--- src/rtl/lampFPU_pkg.sv ---
// ---------------------------------------------------------------------------
// lampFPU_pkg
// Shared types and constants for the LAMP square-root issue unit:
//   state_t   - controller states
//   class_t   - bfloat16 operand classification {is_zero, is_inf, is_nan, sign}
//   classify  - builds a class_t from a raw bfloat16 word
//   CANON_QNAN, POS_INF, BIAS
// ---------------------------------------------------------------------------
package lampFPU_pkg;

    typedef enum logic [2:0] {
        ST_IDLE,
        ST_ISSUE,
        ST_WAIT,
        ST_PACK,
        ST_OUT
    } state_t;

    localparam logic [15:0]        CANON_QNAN = 16'h7FC0;
    localparam logic [15:0]        POS_INF    = 16'h7F80;
    localparam logic signed [9:0]  BIAS       = 10'sd127;

    typedef struct packed {
        logic is_zero;
        logic is_inf;
        logic is_nan;
        logic sign;
    } class_t;

    // Denormals (exponent field 0) are flushed and reported as zero.
    function automatic class_t classify(input logic [15:0] op);
        class_t c;
        c.sign    = op[15];
        c.is_zero = (op[14:7] == 8'h00);
        c.is_inf  = (op[14:7] == 8'hFF) && (op[6:0] == 7'd0);
        c.is_nan  = (op[14:7] == 8'hFF) && (op[6:0] != 7'd0);
        return c;
    endfunction

endpackage

--- src/rtl/lamp_sqrt_round_pack.sv ---
// ---------------------------------------------------------------------------
// lamp_sqrt_round_pack
// Combinational normalize / round-to-nearest-even / pack of the core's
// Q1.15 significand into a positive bfloat16 word.
// Ports:
//   i_core_res [15:0]  captured core significand (unsigned Q1.15)
//   i_eres     [9:0]   signed result exponent (biased) before normalization
//   o_res      [15:0]  packed bfloat16 result, sign 0
//   o_inexact          guard|sticky (only with LAMP_SQRT_FLAGS_EN defined)
// ---------------------------------------------------------------------------
module lamp_sqrt_round_pack (
    input  logic [15:0]       i_core_res,
    input  logic signed [9:0] i_eres,
`ifdef LAMP_SQRT_FLAGS_EN
    output logic              o_inexact,
`endif
    output logic [15:0]       o_res
);
    logic [14:0]       w_norm;      // bits below the leading one after normalization
    logic signed [9:0] w_exp_norm;
    logic              w_lsb;
    logic              w_guard;
    logic              w_sticky;
    logic              w_round_up;
    logic [7:0]        w_frac_sum;

    // A significand below 1.0 is shifted up one place and the exponent drops.
    assign w_norm     = i_core_res[15] ? i_core_res[14:0] : {i_core_res[13:0], 1'b0};
    assign w_exp_norm = i_core_res[15] ? i_eres : (i_eres - 10'sd1);

    assign w_lsb      = w_norm[8];
    assign w_guard    = w_norm[7];
    assign w_sticky   = |w_norm[6:0];
    assign w_round_up = w_guard & (w_sticky | w_lsb);

    // On carry-out the 7-bit fraction wraps to zero and the exponent bumps.
    assign w_frac_sum = {1'b0, w_norm[14:8]} + {7'd0, w_round_up};

    assign o_res = {1'b0, 8'(w_exp_norm + $signed(10'(w_frac_sum[7]))), w_frac_sum[6:0]};

`ifdef LAMP_SQRT_FLAGS_EN
    assign o_inexact = w_guard | w_sticky;
`endif

endmodule

--- src/rtl/lamp_sqrt_issue_unit.sv ---
// ---------------------------------------------------------------------------
// lamp_sqrt_issue_unit
// Front end of the LAMP square-root core: accepts a bfloat16 operand over
// valid/ready, classifies it, computes the result exponent, issues the
// significand to the core, then rounds and packs the core's answer.
// Optional feature macro: LAMP_SQRT_FLAGS_EN adds flags_o.
// Ports:
//   clk, rst (async, active-low)
//   req_valid_i / req_ready_o, op_i[15:0], inv_i      request side
//   rsp_valid_o / rsp_ready_i, res_o[15:0]            response side
//   flags_o[3:0] {invalid, divzero, inexact, timeout} (LAMP_SQRT_FLAGS_EN)
//   doSqrt_o, s_o[7:0], is_exp_odd_o, invSqrt_o,
//   special_case_o                                    issue to core
//   core_valid_i, core_res_i[15:0]                    core result
// Parameter CORE_TIMEOUT: cycles waited for the core before returning qNaN.
// ---------------------------------------------------------------------------
module lamp_sqrt_issue_unit
    import lampFPU_pkg::*;
#(
    parameter int CORE_TIMEOUT = 255
) (
    input  logic        clk,
    input  logic        rst,
    input  logic        req_valid_i,
    output logic        req_ready_o,
    input  logic [15:0] op_i,
    input  logic        inv_i,
    output logic        rsp_valid_o,
    input  logic        rsp_ready_i,
    output logic [15:0] res_o,
`ifdef LAMP_SQRT_FLAGS_EN
    output logic [3:0]  flags_o,
`endif
    output logic        doSqrt_o,
    output logic [7:0]  s_o,
    output logic        is_exp_odd_o,
    output logic        invSqrt_o,
    output logic        special_case_o,
    input  logic        core_valid_i,
    input  logic [15:0] core_res_i
);
    localparam int CW = $clog2(CORE_TIMEOUT + 1);

    state_t            r_state, w_state_next;
    logic [CW-1:0]     r_cnt, w_cnt_next, w_cnt_inc;
    logic              w_timeout;
    logic              w_accept;
    logic              w_capture;

    class_t            w_cls;
    logic signed [9:0] w_e, w_half, w_eres;
    logic              w_special;
    logic [15:0]       w_special_res;
    logic [15:0]       w_packed;

    logic              r_req_ready, r_do_sqrt, r_rsp_valid;
    logic [15:0]       r_res;
    logic [7:0]        r_s;
    logic              r_odd, r_inv, r_special;
    logic [15:0]       r_special_res;
    logic signed [9:0] r_eres;
    logic [15:0]       r_core_res;

`ifdef LAMP_SQRT_FLAGS_EN
    logic              w_invalid, w_divzero, w_inexact;
    logic              r_invalid, r_divzero;
    logic [3:0]        r_flags;
`endif

    // r_req_ready is only high in IDLE, so it doubles as the state check.
    assign w_accept  = req_valid_i & r_req_ready;
    assign w_capture = (r_state == ST_WAIT) & core_valid_i;
    assign w_cnt_inc = r_cnt + 1'b1;

    // Operand decode, evaluated on the live request so it can be latched at accept.
    assign w_cls  = classify(op_i);
    assign w_e    = $signed({2'b00, op_i[14:7]}) - BIAS;
    assign w_half = w_e >>> 1;
    assign w_eres = inv_i ? (BIAS - w_half) : (BIAS + w_half);

    always_comb begin
        w_special     = 1'b0;
        w_special_res = 16'h0000;
        if (w_cls.is_nan || (w_cls.sign && !w_cls.is_zero)) begin
            w_special     = 1'b1;
            w_special_res = CANON_QNAN;
        end else if (w_cls.is_zero) begin
            w_special     = 1'b1;
            w_special_res = inv_i ? POS_INF : {w_cls.sign, 15'd0};
        end else if (w_cls.is_inf) begin
            w_special     = 1'b1;
            w_special_res = inv_i ? 16'h0000 : POS_INF;
        end
    end

`ifdef LAMP_SQRT_FLAGS_EN
    assign w_invalid = w_cls.is_nan | (w_cls.sign & ~w_cls.is_zero);
    assign w_divzero = w_cls.is_zero & inv_i;
`endif

    lamp_sqrt_round_pack u_round_pack (
        .i_core_res (r_core_res),
        .i_eres     (r_eres),
`ifdef LAMP_SQRT_FLAGS_EN
        .o_inexact  (w_inexact),
`endif
        .o_res      (w_packed)
    );

    // Next-state logic. A core answer in the last counted cycle beats the timeout.
    always_comb begin
        w_state_next = r_state;
        w_cnt_next   = r_cnt;
        w_timeout    = 1'b0;
        case (r_state)
            ST_IDLE:  if (w_accept) w_state_next = ST_ISSUE;
            ST_ISSUE: begin
                w_state_next = ST_WAIT;
                w_cnt_next   = '0;
            end
            ST_WAIT: begin
                if (core_valid_i) begin
                    w_state_next = ST_PACK;
                end else if (w_cnt_inc == CW'(CORE_TIMEOUT)) begin
                    w_timeout    = 1'b1;
                    w_state_next = ST_OUT;
                end else begin
                    w_cnt_next   = w_cnt_inc;
                end
            end
            ST_PACK:  w_state_next = ST_OUT;
            ST_OUT:   if (rsp_ready_i) w_state_next = ST_IDLE;
            default:  w_state_next = ST_IDLE;
        endcase
    end

    always_ff @(posedge clk or negedge rst) begin
        if (!rst) begin
            r_state       <= ST_IDLE;
            r_cnt         <= '0;
            r_req_ready   <= 1'b0;
            r_do_sqrt     <= 1'b0;
            r_rsp_valid   <= 1'b0;
            r_res         <= 16'h0000;
            r_s           <= 8'h00;
            r_odd         <= 1'b0;
            r_inv         <= 1'b0;
            r_special     <= 1'b0;
            r_special_res <= 16'h0000;
            r_eres        <= '0;
            r_core_res    <= 16'h0000;
`ifdef LAMP_SQRT_FLAGS_EN
            r_invalid     <= 1'b0;
            r_divzero     <= 1'b0;
            r_flags       <= 4'h0;
`endif
        end else begin
            r_state     <= w_state_next;
            r_cnt       <= w_cnt_next;
            // Handshake outputs are registered copies of the state being entered.
            r_req_ready <= (w_state_next == ST_IDLE);
            r_do_sqrt   <= (w_state_next == ST_ISSUE);
            r_rsp_valid <= (w_state_next == ST_OUT);

            if (w_accept) begin
                r_s           <= {~w_cls.is_zero, op_i[6:0]};
                r_odd         <= w_e[0];
                r_inv         <= inv_i;
                r_special     <= w_special;
                r_special_res <= w_special_res;
                r_eres        <= w_eres;
`ifdef LAMP_SQRT_FLAGS_EN
                r_invalid     <= w_invalid;
                r_divzero     <= w_divzero;
`endif
            end

            if (w_capture) begin
                r_core_res <= core_res_i;
            end

            if (w_timeout) begin
                r_res <= CANON_QNAN;
`ifdef LAMP_SQRT_FLAGS_EN
                r_flags <= 4'b0001;
`endif
            end

            if (r_state == ST_PACK) begin
                r_res <= r_special ? r_special_res : w_packed;
`ifdef LAMP_SQRT_FLAGS_EN
                r_flags <= r_special ? {r_invalid, r_divzero, 2'b00}
                                     : {2'b00, w_inexact, 1'b0};
`endif
            end
        end
    end

    assign req_ready_o    = r_req_ready;
    assign rsp_valid_o    = r_rsp_valid;
    assign res_o          = r_res;
    assign doSqrt_o       = r_do_sqrt;
    assign s_o            = r_s;
    assign is_exp_odd_o   = r_odd;
    assign invSqrt_o      = r_inv;
    assign special_case_o = r_special;
`ifdef LAMP_SQRT_FLAGS_EN
    assign flags_o        = r_flags;
`endif

endmodule

--- config.mk ---
export PLATFORM = sky130hd
export DESIGN_NAME = lamp_sqrt_issue_unit
export DESIGN_NICKNAME = d
export VERILOG_FILES = /design/src/rtl/lampFPU_pkg.sv /design/src/rtl/lamp_sqrt_round_pack.sv /design/src/rtl/lamp_sqrt_issue_unit.sv
export SDC_FILE = /design/constraint.sdc
export NUM_CORES = 1
export LEC_CHECK = 0
export ABC_AREA = 1
export CORE_MARGIN = 4
export CORE_UTILIZATION = 50
export DETAILED_ROUTE_END_ITERATION = 16
export GPL_ROUTABILITY_DRIVEN = 0
export HOLD_SLACK_MARGIN = 0.1
export PLACE_DENSITY = 0.75
export RECOVER_POWER = 25
export SYNTH_ARGS = -nofsm -noshare
export SYNTH_HDL_FRONTEND = slang
export SYNTH_SLANG_ARGS = --single-unit
--- constraint.sdc ---
create_clock -name clk -period 2.9 [get_ports clk]
set_clock_uncertainty 0.15 [all_clocks]
set_input_delay 0.725 -clock clk [delete_from_list [all_inputs] [get_ports clk]]
set_output_delay 0.725 -clock clk [all_outputs]
set_load 0.05 [all_outputs]
## Yosys cells after proc, flatten, opt, wreduce, memory -nomap -nowiden

Index checks and enable logic that the tools add are counted.

- Register bits after elaboration: 81
- Input port bits: 38

- $add $sub $neg: 7
- Eq/ne operators: 10
- Mux-type cells: 25
- Bitwise operators: 5
- Reduce and logical (&&, ||, !) cells: 14

Operator list:

| kind | count |
|---|---|
| 16-bit 2-to-1 mux | 6 |
| 15-bit 2-to-1 mux | 3 |
| 8-bit 2-to-1 mux | 4 |
| 8-bit == test (second input constant) | 2 |
| 8-bit case mux with 2 select lines | 1 |
| 3-bit case mux with 5 select lines | 1 |
| 3-bit 2-to-1 mux | 4 |
| 8-bit by 7-bit subtractor with 9-bit output (second input constant) | 1 |
| 7-bit by 1-bit adder with 8-bit output | 1 |
| 8-bit by 1-bit adder with 8-bit output (second input constant) | 1 |
| 8-bit by 2-bit adder with 8-bit output | 1 |
| 8-bit adder (first input constant) | 1 |
| 8-bit logical NOT | 1 |
| 8-bit by 2-bit subtractor with 8-bit output (second input constant) | 1 |
| 8-bit subtractor (first input constant) | 1 |
| 7-bit logical NOT | 1 |
| 7-bit nonzero test | 1 |
| 7-bit OR reduction | 1 |
| 3-bit by 1-bit == test with 1-bit output (second input constant) | 2 |
| 3-bit by 2-bit == test with 1-bit output (second input constant) | 2 |
| 3-bit == test (second input constant) | 2 |
| 3-bit logical NOT | 2 |
| 1-bit 2-to-1 mux | 6 |
| 2-bit inequality test (second input constant) | 2 |
| other kinds (8) | 13 |

## Depth between registers and ports, before layout

Gate-level depths: netlist of the first run.

- Depth in word-level cells: 8
- Mapped depth: 19
- Mapped depth without buffers: 18

## Hierarchy

From an unflattened synthesis of the first run, not the netlist that was laid out.

- Cell total of the unflattened synthesis: 585
- Area total of the unflattened synthesis: 4180.3 um^2

Modules (own cells, without submodules):

| module | instances | cells each | area an instance (um^2) | seq. area each (um^2) |
|---|---|---|---|---|
| lamp_sqrt_issue_unit | 1 | 457 | 3484.6 | 1726.7 |
| lamp_sqrt_round_pack | 1 | 128 | 695.7 | 0.0 |

## Worst setup path after synthesis of the first run

Ideal clock, no wire load.

- Path kind: reg2reg
- Start: reg r_core_res[15]
- End: reg r_res[13], in the netlist res_o[13]
- Setup time: 0.063 ns
- Arrival time: 2.196 ns
- Setup slack: 0.491 ns
- Cell stages (with the launch flop): 20
- Clock period less this slack: 2.409 ns
- Path through: dfrtp_1 buf_4 inv_2 nand2_1 o21ai_1 and2_1 nand4_1 nor2_1 nand2_1 nor2_1 ha_1 ha_1 nand2_1 nor2_1 nand2_1 o21bai_1 nand3_1 nand2_1 nand2_1 inv_1

- Cells in the longest elaborated chain, start to end: 8
- Elaborated cells on any way between the ends: 9
- Those cells by class: 2 x add/sub; 4 x mux; 2 x bitwise; 1 x reduce/logical

RTL lines:

| element | RTL line | text |
|---|---|---|
| start, declared | lamp_sqrt_issue_unit.sv:62 | `logic [15:0] r_core_res;` |
| start signal, assigned | lamp_sqrt_issue_unit.sv:179 | `r_core_res <= core_res_i;` |
| 15-bit 2-to-1 mux | lamp_sqrt_round_pack.sv:28 | `assign w_norm = i_core_res[15] ? i_core_res[14:0] : {i_core_res[13:0], 1'b0};` |
| 7-bit OR reduction | lamp_sqrt_round_pack.sv:33 | `assign w_sticky = \|w_norm[6:0];` |
| 1-bit bitwise OR | lamp_sqrt_round_pack.sv:34 | `assign w_round_up = w_guard & (w_sticky \| w_lsb);` |
| 1-bit AND | lamp_sqrt_round_pack.sv:34 |  |
| 7-bit by 1-bit adder with 8-bit output | lamp_sqrt_round_pack.sv:37 | `assign w_frac_sum = {1'b0, w_norm[14:8]} + {7'd0, w_round_up};` |
| 8-bit by 2-bit adder with 8-bit output (*) | lamp_sqrt_round_pack.sv:39 | `assign o_res = {1'b0, 8'(w_exp_norm + $signed(10'(w_frac_sum[7]))), w_frac_sum[6:0]};` |
| 16-bit 2-to-1 mux (*) | lamp_sqrt_issue_unit.sv:190 | `r_res <= r_special ? r_special_res : w_packed;` |
| 16-bit 2-to-1 mux (*) | lamp_sqrt_issue_unit.sv:189 | `if (r_state == ST_PACK) begin` |
| end signal, assigned | lamp_sqrt_issue_unit.sv:190 |  |
| end, declared | lamp_sqrt_issue_unit.sv:57 | `logic [15:0] r_res;` |

Every way passes the cells marked *; elsewhere a longest branch is shown, timed or not.
A chain may end at the register's enable or synchronous reset.

## Worst setup path in the final report of the first run

Ends and elaborated chain as after synthesis.

==> results of run 1 <==
## what timing repair did
| item | 4_1_cts | 5_1_grt |
|---|---|---|
| endpoints found under the hold margin | 0 | 0 |
| setup endpoints to repair | 0 | 3 |
| buffers inserted | 0 | 2 |
| gates resized for setup | 0 | 10 |
## cells in the mapped netlist (4+ instances only)
cell type / count
dfrtp_1: 68
o21ai_0: 33
nand3_1: 41
ha_1: 9
nor2_1: 49
nand3b_1: 4
o21ai_1: 16
clkbuf_1: 7
nand2_1: 146
inv_1: 61
nand4_1: 9
xnor2_1: 5
nor2_2: 8
xor2_1: 5
a21oi_1: 12
## critical path, cell delays in order, from the launching register on
cell      delay [ps]
dfrtp_2          430
buf_6            150
nand2_1           70
o21ai_2           70
and2_4           170
nand4_1          110
nor2_1           170
nand2_1          110
nor2_2           100
ha_2             180
ha_1             170
nand2_1           90
nor2_2           120
nand2_1          100
o21bai_1         160
nand3_1          100
nand2_1           70
nand2_1           50
inv_1             40
## stage by stage
stage / hold slack (ps) / util [%] / total power, mW / setup slack (ps) / instance area (µm²)
after floorplan: 279.4 / - / 3.360 / 491.4 / 3757
after global placement: 306.8 / 62.71 / 4.085 / 239.3 / 4573
after detailed placement: 310.5 / 62.71 / 4.139 / 128.4 / 4573
after CTS: 318.2 / 65.34 / 4.932 / 120.3 / 4765
after global routing: 358.9 / 65.72 / 5.342 / 20.51 / 4792
final: 326.4 / 65.72 / 4.952 / 231.8 / 4792
## per-layer routing
metal | part of all wire (%) | track usage, %
met5 | 0 | 0
met4 | 1.9 | 8.534
met3 | 5.9 | 3.745
met2 | 49 | 32.35
met1 | 43 | 25.36
## kinds of logic (layout without fill, tap and decap cells)
family	after synthesis	in the layout	share of synthesized area (%)
buf+inv	75	160	7.892
compound gates	72	72	10.29
mux	2	2	0.5328
xor+xnor	10	10	2.331
flops	68	68	45.29
fa+ha+maj	9	9	2.997
simple gates	267	267	30.67
## power by group
| part | leakage (nW) | internal (mW) | total (mW) | switching, mW |
|---|---|---|---|---|
| clock | 0.0927 | 0.397 | 0.767 | 0.370 |
| combinational | 1.32 | 0.876 | 2.56 | 1.69 |
| sequential | 0.843 | 1.34 | 1.62 | 0.279 |
## cell usage in the layout (no fill, tap or decap), drive strengths merged, types with 4 or more instances in the layout
master / instances
a21oi: 12
buf: 11
clkbuf: 13
clkdlybuf4s50: 66
clkinv: 4
dfrtp: 68
ha: 9
inv: 63
nand2: 148
nand3: 44
nand3b: 5
nand4: 9
nor2: 57
o21ai: 49
xnor2: 5
xor2: 5
## area by class of cell
class | instances | area share [%]
well taps | 99 | 2.585
repair buffers | 80 | 15.82
clock inverters | 6 | 1.332
clock buffers | 10 | 2.663
inverters | 64 | 5.065
multi-input cells | 360 | 37.00
flip-flops and latches | 68 | 35.54
## state kept, by name (all words and copies together), names as in the netlist
register and count:
r_cnt 8, special_case_o 1, rsp_valid_o 1, doSqrt_o 1, r_state 3, r_special_res 3, r_core_res 16, s_o 8
res_o 16, invSqrt_o 1, req_ready_o 1, r_eres 8, is_exp_odd_o 1
## worst min path at each step
stage,from,end,slack [ps],cells past startpoint
3_3_place_gp,r_core_res[0],r_core_res[0],310,2
4_1_cts,rst,r_core_res[11],320,1
6_report,r_core_res[0],r_core_res[0],330,2
5_1_grt,r_core_res[4],r_core_res[4],360,2
2_1_floorplan,rst,doSqrt_o,280,0
3_5_place_dp,r_core_res[0],r_core_res[0],310,2
==> impl_metrics.ini, run 1 <==
[cells_and_area]
layoutNonFillerInstCount = 687
fillCellCount = 669
multiInputGateArea_um2 = 1773
diodes = 0
fin_nets = 630
area_growth_pct = 27.54
register_area_um2 = 1703
post_route_cells_drive_above_1_share_pct = 8.163

[timing]
setup_viol = 0
fmax_ghz = 0.3748
worstMarginPinSlew_ps = 1845
hold_violations = 0
timing.final.crit_share_pct = 92.01
drv_slew = 37
maxSlewHeadroom_pct = -23.00
rsz0062_at_grt = no
layout_min_cycle_time_ps = 2668
tns_ps = 0

[drt]
firstDrtPassIters = 4
ant_nets = 0
vias_per_cell = 5.077
wl_per_cell_um = 12.21
drtIter0Drc = 143
drc = 0
wirelength_mm = 8.386
num_vias = 3488

[floorplanning]
start_util_pct = 51.53
num_io_pins = 68
die_area_um2 = 8965
die_h_um = 94.69
die_w_um = 94.69
core-area_um2 = 7292
core.rowCount = 31

[synthesis]
ys_seq_area_share_pct = 45.29
ys_ff_latch = 68
synthCells = 503
synthTopCellsByArea = dfrtp_1 45%, nand2_1 15%, inv_1 6.1%, nand3_1 5.5%, nor2_1 4.9%
synth.distinct_cells = 33
synth_top_area_share_pct = 45.29
yosysWarnings = 0
async_flop_share_pct = 100.0
netlist_area_um2 = 3757
synth-edff-count = 0
synth_top_area_cell = dfrtp_1
synthesis.nets = 550
avgSynthCellArea_um2 = 7.470
ys.flop_type = dfrtp_1

[clock_tree]
clock_sink_count = 68
cts_root_buf = clkbuf_8
hold_buffers = 0
cts_tree = built
clock_latency_ps = 350
htree_num_levels = 3
clk_pin_slew_ps = 80
cts_buffers = 9
clk_path_buf_depth = 2

[pwr]
p_per_area_nw_per_um2 = 1033
peakVddDrop_mv = 0.7174
leakagePower_nw = 2.252

[placement]
port_buffers = 67
dp_hpwl_mm = 6.534
placedCellCount = 669

[grt]
grt_pass1_wl_mm = 14.09
grt_usage_pct = 19.70
grt_max_degree = 37
grt_pass1_vias = 3201
antenna_found_initial = 0
overflow = 0

[critical_path]
rr_endpoint = res_o[13]
rr_startpoint = r_core_res[15]
required_ps = 3040
arrival_ps = 2810
endpoint = res_o[13]
critPathLaunchType = flip-flop
crit_path_start = r_core_res[15]
cp_max_fo = 9
cp-end-kind = flip-flop
reg2reg_depth = 18
critical_path_class = reg -> reg
ff2ff_setup_slack_ps = 230

[flow_run]
max_cap_viol_count = 1

[run_status]
violations = max-capacitance violations, max-slew violations
outcome = complete, but fails checks

[hold_path]
hp-class = reg -> reg
No activity file was read; power rests on OpenSTA's default activity.
==> run 2: changes to the inputs <==
- CAP_MARGIN: default -> 20
- SETUP_SLACK_MARGIN: default -> 0.4
==> impl_metrics.ini, run 2 (synthesis results as in run 1) <==
[run_status]
outcome = complete, but fails checks
violations = max-capacitance violations, max-slew violations

[drt]
drtIter0Drc = 135
firstDrtPassIters = 5
drc = 0
wl_per_cell_um = 12.61
wirelength_mm = 8.753
ant_nets = 0
num_vias = 3554
vias_per_cell = 5.121

[timing]
tns_ps = 0
layout_min_cycle_time_ps = 2625
drv_slew = 37
timing.final.crit_share_pct = 90.50
setup_viol = 0
maxSlewHeadroom_pct = -23.11
worstMarginPinSlew_ps = 1847
hold_violations = 0
rsz0062_at_grt = yes
fmax_ghz = 0.3810

[cells_and_area]
post_route_cells_drive_above_1_share_pct = 11.93
register_area_um2 = 1703
multiInputGateArea_um2 = 1849
final_common_cell = nand2_1
design_area_um2 = 4922
diodes = 0
fin_nets = 637
fillCellCount = 646
area_growth_pct = 31.00
final_cell_mix = 142 x nand2_1, 67 x dfrtp_1, 64 x clkdlybuf4s50_1, 60 x inv_1, 44 x nor2_1

[critical_path]
slowest_delay_ps = 430
cp_max_fo = 8
slowest_stage = dfrtp_2
critPathLaunchType = flip-flop
cp_top_family = simple AND/OR/NAND/NOR gates
crit_chain = buf_6 -> nand2_2 -> o21ai_2 -> and2_4 -> nand4_1 -> nor2_1 -> nand2_1 -> nor2_2 -> ha_2 -> ha_4 -> nand2_4 -> nor2_4 -> nand2_2 -> o21bai_1 -> nand3_1 -> nand2_1 -> nand2_1 -> inv_1
critPathMostFrequentCell = nand2_1
cp-end-kind = flip-flop
required_ps = 3040
arrival_ps = 2760
critical_path_class = reg -> reg
path_buf_inv = 2

[grt]
antenna_found_initial = 0
grt_max_degree = 37
grt_pass1_wl_mm = 14.52
grt_pass1_vias = 3255
grt_usage_pct = 20.31
overflow = 0

[floorplanning]
die_w_um = 94.69
core-area_um2 = 7292
die_area_um2 = 8965
die_h_um = 94.69
num_io_pins = 68
start_util_pct = 51.53
core.rowCount = 31

[pwr]
p_per_area_nw_per_um2 = 1037
peakVddDrop_mv = 0.7165
finalPower_mw = 5.104
leakagePower_nw = 2.307

[placement]
dpl_cell_area_um2 = 4573
port_buffers = 67
dp_hpwl_mm = 6.534

[clock_tree]
cts_root_buf = clkbuf_8
htree_num_levels = 3
clk_path_buf_depth = 2
clock_sink_count = 68
clk_pin_slew_ps = 80
clock_latency_ps = 340
cts_buffers = 9
cts_tree = built

[hold_path]
hp-class = reg -> reg

[flow_run]
max_cap_viol_count = 1
run 2: cell count changes in the layout (fill, tap and decap cells not counted), moves of 3 or more:
| cell | before | now |
|---|---|---|
| buf_4 | 10 | 17 |
| o21ai_2 | 1 | 5 |
| nand2_1 | 146 | 142 |
| nand2_2 | 2 | 5 |
| o21ai_0 | 31 | 28 |
| nor2_4 | 0 | 3 |
| nor2_1 | 47 | 44 |
run 2: repair_timing:
item / CTS / global route
endpoints found under the setup margin: 5 / 12
pin swaps: 9 / 10
resized for setup: 14 / 22
buffers inserted: 9 / 0
hold buffers: 0 / 0
run 2: worst paths after layout:
check                          startpoint        endpoint  slack [ps]  cells past startpoint
setup / recovery           r_core_res[15]       res_o[13]         280                     18
hold / removal              r_core_res[0]   r_core_res[0]         330                      2
setup reg to reg           r_core_res[15]       res_o[13]         280                     18
hold reg to reg             r_core_res[0]   r_core_res[0]         330                      2
max in group asynchronous             rst       res_o[15]         640                      2
min in group asynchronous             rst  r_core_res[14]         720                      1
run 2: worst register-to-register path: cells and delay by family (launching register included):
kind	cells	cell delay, ps
flops	1	430
compound gates	2	200
fa+ha+maj	2	380
buf+inv	2	200
simple gates	12	1210
run 2: layer usage:
| layer | up-vias | track usage (%) | part of all wire, % |
|---|---|---|---|
| li1 | 1799 | - | - |
| met1 | 1638 | 26.07 | 43 |
| met2 | 98 | 33.12 | 49 |
| met3 | 19 | 3.904 | 5.9 |
| met4 | 0 | 9.375 | 2.1 |
| met5 | - | 0 | 0 |
run 2: power by group:
group          leakage (nW)  internal (mW)  switching (mW)
Combinational          1.37          0.931            1.78
Clock                0.0927          0.397           0.370
Sequential            0.843           1.34           0.283
Total                  2.31           2.67            2.43
run 2: cell type report:
class	count	area share (%)
multi-input cells	360	37.57
clock inverters	6	1.296
flip-flops and latches	68	34.60
inverters	64	4.931
well taps	99	2.517
repair buffers	87	16.50
clock buffers	10	2.593
run 2: per-stage QoR:
stage / hold WS [ps] / instances / setup WS (ps) / util, %
detailed placement: 310.5 / 669 / 128.4 / 62.71
CTS: 318.2 / 694 / 322.1 / 66.78
global route: 358.9 / 694 / 144.4 / 67.50
global placement: 306.8 / 669 / 239.3 / 62.71
floorplan: 279.4 / 503 / 491.4 / -
finish: 328.7 / 694 / 275.4 / 67.50
==> run 3: changes to the inputs <==
- DONT_BUFFER_PORTS: default -> 1
- PLACE_DENSITY: 0.75 -> 0.63
==> impl_metrics.ini, run 3 (synthesis results as in run 1) <==
[timing]
tns_ps = 0
setup_viol = 0
worstMarginPinSlew_ps = 1443
setup_slack_ps = 420.8
drv_slew = 0
timing.final.crit_share_pct = 85.49
hold_violations = 0
maxSlewHeadroom_pct = 3.795
rsz0062_at_grt = yes
fmax_ghz = 0.4034
layout_min_cycle_time_ps = 2479

[critical_path]
arrival_ps = 2620
cp_max_fo = 6
critical_path_class = reg -> reg
cp-end-kind = flip-flop
critPathLaunchType = flip-flop
required_ps = 3040

[cells_and_area]
fin_nets = 569
area_growth_pct = 12.85
final_common_cell = nand2_1
fillCellCount = 712
diodes = 0
post_route_cells_drive_above_1_share_pct = 11.76
final_cell_mix = 144 x nand2_1, 68 x dfrtp_1, 61 x inv_1, 46 x nor2_1, 40 x nand3_1

[drt]
vias_per_cell = 5.064
firstDrtPassIters = 5
wl_per_cell_um = 12.97
num_vias = 3170
drc = 0
wirelength_mm = 8.119
drtIter0Drc = 98
ant_nets = 0

[floorplanning]
num_io_pins = 68
die_h_um = 94.69
start_util_pct = 51.53
die_w_um = 94.69
core-area_um2 = 7292
core.rowCount = 31
die_area_um2 = 8965

[clock_tree]
clk_path_buf_depth = 2
cts_root_buf = clkbuf_8
cts_buffers = 9
clk_pin_slew_ps = 80
htree_num_levels = 3
cts_tree = built
clock_latency_ps = 350
clock_sink_count = 68

[grt]
grt_usage_pct = 19.83
grt_pass1_wl_mm = 14.06
grt_pass1_vias = 3119
grt_max_degree = 69
overflow = 0
antenna_found_initial = 0

[hold_path]
hp-class = in -> reg

[pwr]
p_per_area_nw_per_um2 = 1111
peakVddDrop_mv = 0.5362
leakagePower_nw = 2.039

[placement]
dp_hpwl_mm = 5.811
port_buffers = 0
dpl_worst_slack_ps = 308.2

[run_status]
outcome = finished clean

[flow_run]
max_cap_viol_count = 0
## run 3: cell types whose count changed in the layout (fill, tap and decap cells not counted), sizes merged
cell	change
clkdlybuf4s50	-64
dlymetal6s2s	-1
inv	+2
dlygate4sd3	+1
clkbuf	-4
dlygate4sd2	-1
clkinv	-1
## run 3: where the power goes
| part | leakage (nW) | internal, mW | switching (mW) |
|---|---|---|---|
| sequential | 0.844 | 1.33 | 0.973 |
| combinational | 1.10 | 0.606 | 0.989 |
| clock | 0.0984 | 0.410 | 0.405 |
| total | 2.04 | 2.34 | 2.37 |
## run 3: layout make-up
class | instances | area [µm²] | area share (%)
clock buffer | 9 | 123.9 | 2.921
clock inverter | 7 | 82.58 | 1.947
inverter | 64 | 240.2 | 5.665
multi-input combinational | 360 | 1814 | 42.79
sequential | 68 | 1702 | 40.13
tap | 99 | 123.9 | 2.921
timing repair buffer | 19 | 153.9 | 3.629
## run 3: timing repair
action | in CTS | in global routing
gates resized for setup | 11 | 11
setup endpoints to repair | 3 | 6
hold endpoints to repair | 68 | 0
hold buffers | 2 | 0
pin swaps | 10 | 8
buffers inserted | 9 | 3
## run 3: path summary, 6_finish.rpt
kind                       depth (start not counted)      startpoint  slack (ps)        endpoint
max                                               18  r_core_res[15]         420       res_o[13]
min                                                1         op_i[7]         330    is_exp_odd_o
max reg2reg                                       18  r_core_res[15]         420       res_o[13]
min reg2reg                                        2   r_core_res[5]         330   r_core_res[5]
max in group asynchronous                          2             rst         580      r_state[0]
min in group asynchronous                          2             rst        1140  r_core_res[12]
## run 3: worst max-delay path, stage by stage, from the launching register on
cell and delay, ps:
dfrtp_1 440, inv_2 130, nand2_2 70, o21ai_2 70
and2_4 170, nand4_1 110, nor2_2 130, nand2_1 80
nor2_1 100, ha_2 230, ha_4 150, nand2_2 60
nor2_2 100, nand2_1 80, o21bai_1 130, nand3_1 80
nand2_1 70, nand2_1 40, inv_1 40
## run 3: per-layer routing
metal | wire length, µm | global-route usage, %
met1 | 3913 | 26.10
met4 | 151 | 7.933
met3 | 489 | 5.259
met5 | 0 | 0
met2 | 3564 | 31.12
## run 3: through the flow
step	util [%]	instances	hold slack, ps	power, mW	cell area, µm²
floorplan	-	503	279.4	3.360	3757
global placement	52.97	596	281.2	3.672	3862
detailed placement	52.97	596	281.2	3.706	3862
CTS	57.69	623	318.1	4.664	4207
global route	58.15	626	328.8	5.100	4240
finish	58.15	626	328.6	4.710	4240
==> edit 1, RTL diff (flow settings as in run 1) <==
Build with the macro `LAMP_SQRT_FLAGS_EN` defined.
--- a/src/rtl/lamp_sqrt_round_pack.sv
+++ b/src/rtl/lamp_sqrt_round_pack.sv
@@ -10,2 +10,4 @@
 // ---------------------------------------------------------------------------
+`define LAMP_SQRT_FLAGS_EN
+
 module lamp_sqrt_round_pack (
Behaviour (old outputs only; new: flags_o): unchanged (equiv_simple and equiv_induct, registers matched by name and starting in step).
==> edit 1 against run 1 <==
- the flow still finishes with violations (max-capacitance violations, max-slew violations)
- routed wire length increased by 8.0%
- total power increased by 9.2%
- sequential cell count grew 5
- critical path type unchanged
- design area increased by 8.3%
- largest power group unchanged
- final cell count rose by 7.7%
- largest cell class unchanged
- area after synthesis rose by 7.9%
- synthesized cell count increased by 9.7%
- worst setup slack improved by 0.0067 ns
==> edit 1: results <==
status:
  status: "complete, but fails checks"
  failed_checks: "max-capacitance violations, max-slew violations"
finish:
  final_layout_size_suffix_gt1_share_pct: 8.62
  finalNonFillerCells: 740
  nets: 682
  antenna_cells_inserted: 0
global_route:
  antenna_found_initial: 0
  grt_pass1_vias: 3524
  grt_first_pass_wirelength_mm: 15.7
  gr-usage-met3_pct: 5.14
  grt_use_met2_pct: 31.9
  globalRouteMet1Util_pct: 25.8
  grt_usage_pct: 19.7
  grt_start_max_net_pins: 37
synthesis:
  synth.yosys.warnings: 0
  synth_cell_types: 37
  yosys-top-cells-count: "180 x sky130_fd_sc_hd__nand2_1, 73 x sky130_fd_sc_hd__dfrtp_1, 65 x sky130_fd_sc_hd__inv_1, 55 x sky130_fd_sc_hd__nor2_1, 45 x sky130_fd_sc_hd__nand3_1"
  postSynthNetCount: 600
  ys_top_cells_by_area: "sky130_fd_sc_hd__dfrtp_1 45%, sky130_fd_sc_hd__nand2_1 17%, sky130_fd_sc_hd__inv_1 6.0%"
  avgSynthCellArea_sq_um: 7.35
  postSynth.topFlopCell: "sky130_fd_sc_hd__dfrtp_1"
  synth_sequential_area_ratio_pct: 45.0
critical_path:
  worstPathArrival_ns: 2.75
  cp_max_delay_cell: "sky130_fd_sc_hd__dfrtp_2"
  ff2ff_path_depth: 16
  critical_path_class: "register to register"
  regToRegEndpoint: "res_o[12]"
  crit_fanout: 6
  endpoint_of_the_worst_setup_timing_path: "res_o[12]"
  worstReg2RegStart: "r_core_res[15]"
  cp_slowest_stage_delay_ns: 0.46
  rrSetupSlack_ns: 0.24
clock_tree:
  cts_buffer_depth: 2
  clock_tree.root_cell: "sky130_fd_sc_hd__clkbuf_8"
  worstSkewPairLatency_ns: 0.36
  number_of_buffers_inserted_for_hold_repair_after_clock_tree_synthesis: 0
  cts.clk_slew.worst_paths_ns: 0.07
  cts_inserted_buffers: 9
place:
  detailedPlacementHpwl_mm: 6.93
  numPlacedInstances: 721
  preCtsSetupSlack_ns: 0.0604
  postPlaceCellArea_sq_um: 4900
  port_buffers: 71
timing:
  finalCritPeriodShare_pct: 91.8
  report.final.slew_viol_count: 31
  maxSlewHeadroom_pct: -18.9
detailed_routing:
  1st_pass_router_iterations: 4
  totalWireLength_mm: 9.06
  initialDrtViolationCount: 142
  route.detailed.vias_per_inst: 5.01
worst_hold_path:
  worstHoldPathType: "register to register"
power_and_ir_drop:
  power_leakage_nw: 2.49
  irDropWorstVdd_uv: 527
job:
  timing.max_cap.violations: 1
-- edit 1: cell types whose count changed after synthesis, sizes merged, moves of 3 or more --
cell,run 1,this run
nand3,44,47
or2,1,5
nor2,57,60
inv,62,66
nand2,148,183
dfrtp,68,73
-- edit 1: timing repair --
item                       4_1_cts  5_1_grt
gates resized for setup          0       17
setup buffers                    0        5
setup endpoints to repair        0        7
-- edit 1: per-layer routing --
layer / vias up / wire [um]
met3: 14 / 533
met4: 0 / 147
li1: 1920 / -
met1: 1677 / 4230
met5: - / 0
met2: 96 / 4150
-- edit 1: worst min-delay path by stage --
stage | cells after the start | to | from | slack [ns]
after floorplan | 0 | doSqrt_o | rst | 0.28
after global placement | 2 | r_core_res[4] | r_core_res[4] | 0.31
after detailed placement | 2 | r_core_res[4] | r_core_res[4] | 0.31
after CTS | 1 | rsp_valid_o | rst | 0.29
after global routing | 2 | r_core_res[2] | r_core_res[2] | 0.35
final | 2 | r_core_res[3] | r_core_res[3] | 0.33
-- edit 1: through the flow --
stage / util, % / power, W
final: 66.5 / 0.00541
after global routing: 66.5 / 0.00582
after CTS: 65.5 / 0.00535
after detailed placement: 62.8 / 0.00449
after global placement: 62.8 / 0.00442
after floorplan: - / 0.00364
-- edit 1: kinds of logic after synthesis --
logic type / count (synthesis) / synth area share (%)
flops: 73 / 45.0
fa+ha+maj: 10 / 3.09
buf+inv: 81 / 7.90
compound gates: 71 / 9.66
simple gates: 308 / 32.4
xor+xnor: 9 / 1.94
-- edit 1: layout make-up --
type | instances | area, sq um
Clock inverter | 5 | 81.3
Clock buffer | 10 | 128
Sequential cell | 73 | 1830
Tap cell | 102 | 128
Inverter | 68 | 255
Multi-Input combinational cell | 398 | 1950
Timing Repair Buffer | 84 | 822
Fill cell | 677 | 2620
-- edit 1: power breakdown --
part           switching [W]  internal (W)  leakage (nW)
combinational        0.00186      0.000971          1.48
sequential          0.000304       0.00143         0.913
clock               0.000363      0.000480         0.102
total                0.00253       0.00288          2.49
-- edit 1: worst max-delay path, delay by kind of cell (launching register included) --
family / cells / cell delay, ns
AOI/OAI and AO/OA: 5 / 0.59
adders and majority gates: 2 / 0.43
buffers and inverters: 2 / 0.12
DFF: 1 / 0.46
and+or+nand+nor: 7 / 0.81
==> edit 2, RTL diff (config.mk and constraints of run 1) <==
Made on the original files. Make the reset (`rst`) synchronous in one clocked block. Comments in the files are not updated.
--- a/src/rtl/lamp_sqrt_issue_unit.sv
+++ b/src/rtl/lamp_sqrt_issue_unit.sv
@@ -136,3 +136,3 @@
 
-    always_ff @(posedge clk or negedge rst) begin
+    always_ff @(posedge clk) begin
         if (!rst) begin
Behaviour: differs if rst is asserted again (counterexample within 4 cycles, from zero or initial values and one cycle with rst low); with rst held inactive, the same outputs for 10 cycles.
==> edit 2 against run 1 <==
- count of clock-buffer cells in the layout down 1
- design area shrank 1.1%
- first-iteration DRC count up 27%
- maximum frequency rose by 2.9%
- highest routed layer unchanged
- non-clock buffer count down 6
- critical endpoint is now special_case_o
- worst setup slack improved by 0.074 ns
- sequential cell count unchanged
- critical path type is now register to primary output
- area after synthesis shrank 1.1%
- final cell count grew 7.9%
- routed wire length grew 5.4%
Power is not compared: it rests on default switching activity, and its combinational part moved more than twofold at a synthesized area within 25%.
==> edit 2: results <==
detailed_routing:
  route.detailed.vias_per_inst: 5.01
  detailroute.wirelength.met2_mm: 4.03
  routed_wire_length_per_instance_um: 11.9
  route.vias.total: 3715
  wl_met3_um: 588
  initialDrtViolationCount: 182
  detail_route.wirelength.met1_mm: 4.13
critical_path:
  cp_slowest_stage_delay_ns: 0.89
  regToRegEndpoint: "res_o[14]"
  worstReg2RegStart: "r_core_res[15]"
  worstPathArrival_ns: 1.72
  cp_max_delay_cell: "sky130_fd_sc_hd__clkdlybuf4s50_1"
  crit_fanout: 8
  rrSetupSlack_ns: 0.38
  setup.worst_path.start: "special_case_o"
  ff2ff_path_depth: 19
  worst_path_dominant_cell_family: "buffers and inverters"
  endpoint_of_the_worst_setup_timing_path: "special_case_o"
status:
  status: "complete, no violations"
power_and_ir_drop:
  power.combinational.total_w: 0.000594
  power_leakage_nw: 2.08
  clock_power_w: 0.000961
global_route:
  grt_usage_pct: 21.2
  grt_use_met2_pct: 35.8
  gr-usage-met3_pct: 5.77
  grt_pass1_vias: 3524
  grt_first_pass_wirelength_mm: 15.3
  globalRouteMet1Util_pct: 26.1
  grt_start_max_net_pins: 45
  antenna_found_initial: 0
finish:
  final_layout_size_suffix_gt1_share_pct: 7.01
  nets: 684
  antenna_cells_inserted: 0
synthesis:
  postSynthCellCount: 567
  postSynthNetCount: 614
  synth_sequential_area_ratio_pct: 36.6
  synth_cell_types: 36
  yosys-top-cells-count: "105 x sky130_fd_sc_hd__nor2_1, 98 x sky130_fd_sc_hd__nand2_1, 70 x sky130_fd_sc_hd__inv_1, 68 x sky130_fd_sc_hd__dfxtp_1, 45 x sky130_fd_sc_hd__nand3_1"
  async_reset_ff_share_pct: 0
  ys_top_cells_by_area: "sky130_fd_sc_hd__dfxtp_1 37%, sky130_fd_sc_hd__nor2_1 11%, sky130_fd_sc_hd__nand2_1 9.9%"
timing:
  setup_ws_ns: 0.306
  timing.hold.ws_ns: 0.317
  maxSlewHeadroom_pct: 42.3
place:
  detailedPlacementHpwl_mm: 6.51
  postPlaceCellArea_sq_um: 4500
  preCtsSetupSlack_ns: 0.113
  numPlacedInstances: 725
worst_hold_path:
  hold_path.startpoint: "res_o[9]"
  whs_endpoint: "res_o[9]"
clock_tree:
  cts.clk_slew.worst_paths_ns: 0.08
  htree_num_levels: 3
edit 2: layout make-up:
| class | count | area [sq um] |
|---|---|---|
| flip-flops and latches | 68 | 1370 |
| fillers | 691 | 2520 |
| repair buffers | 74 | 717 |
| multi-input cells | 408 | 2000 |
| well taps | 99 | 124 |
| inverters | 76 | 285 |
| clock buffers | 9 | 124 |
| clock inverters | 7 | 123 |
edit 2: what timing repair did:
item / CTS / global route
gates resized for setup: 0 / 5
hold buffers: 0 / 0
endpoints found under the setup margin: 0 / 5
edit 2: cell families (layout without fill, tap and decap cells):
family                     count (synthesis)  in the layout  share of synthesized area (%)
buffers and inverters                     91            166                           9.30
DFF                                       68             68                           36.6
AOI/OAI and AO/OA                        103            103                           14.6
adders and majority gates                  9              9                           3.03
xor gates and xnor gates                   9              9                           2.12
and+or+nand+nor                          287            287                           34.3
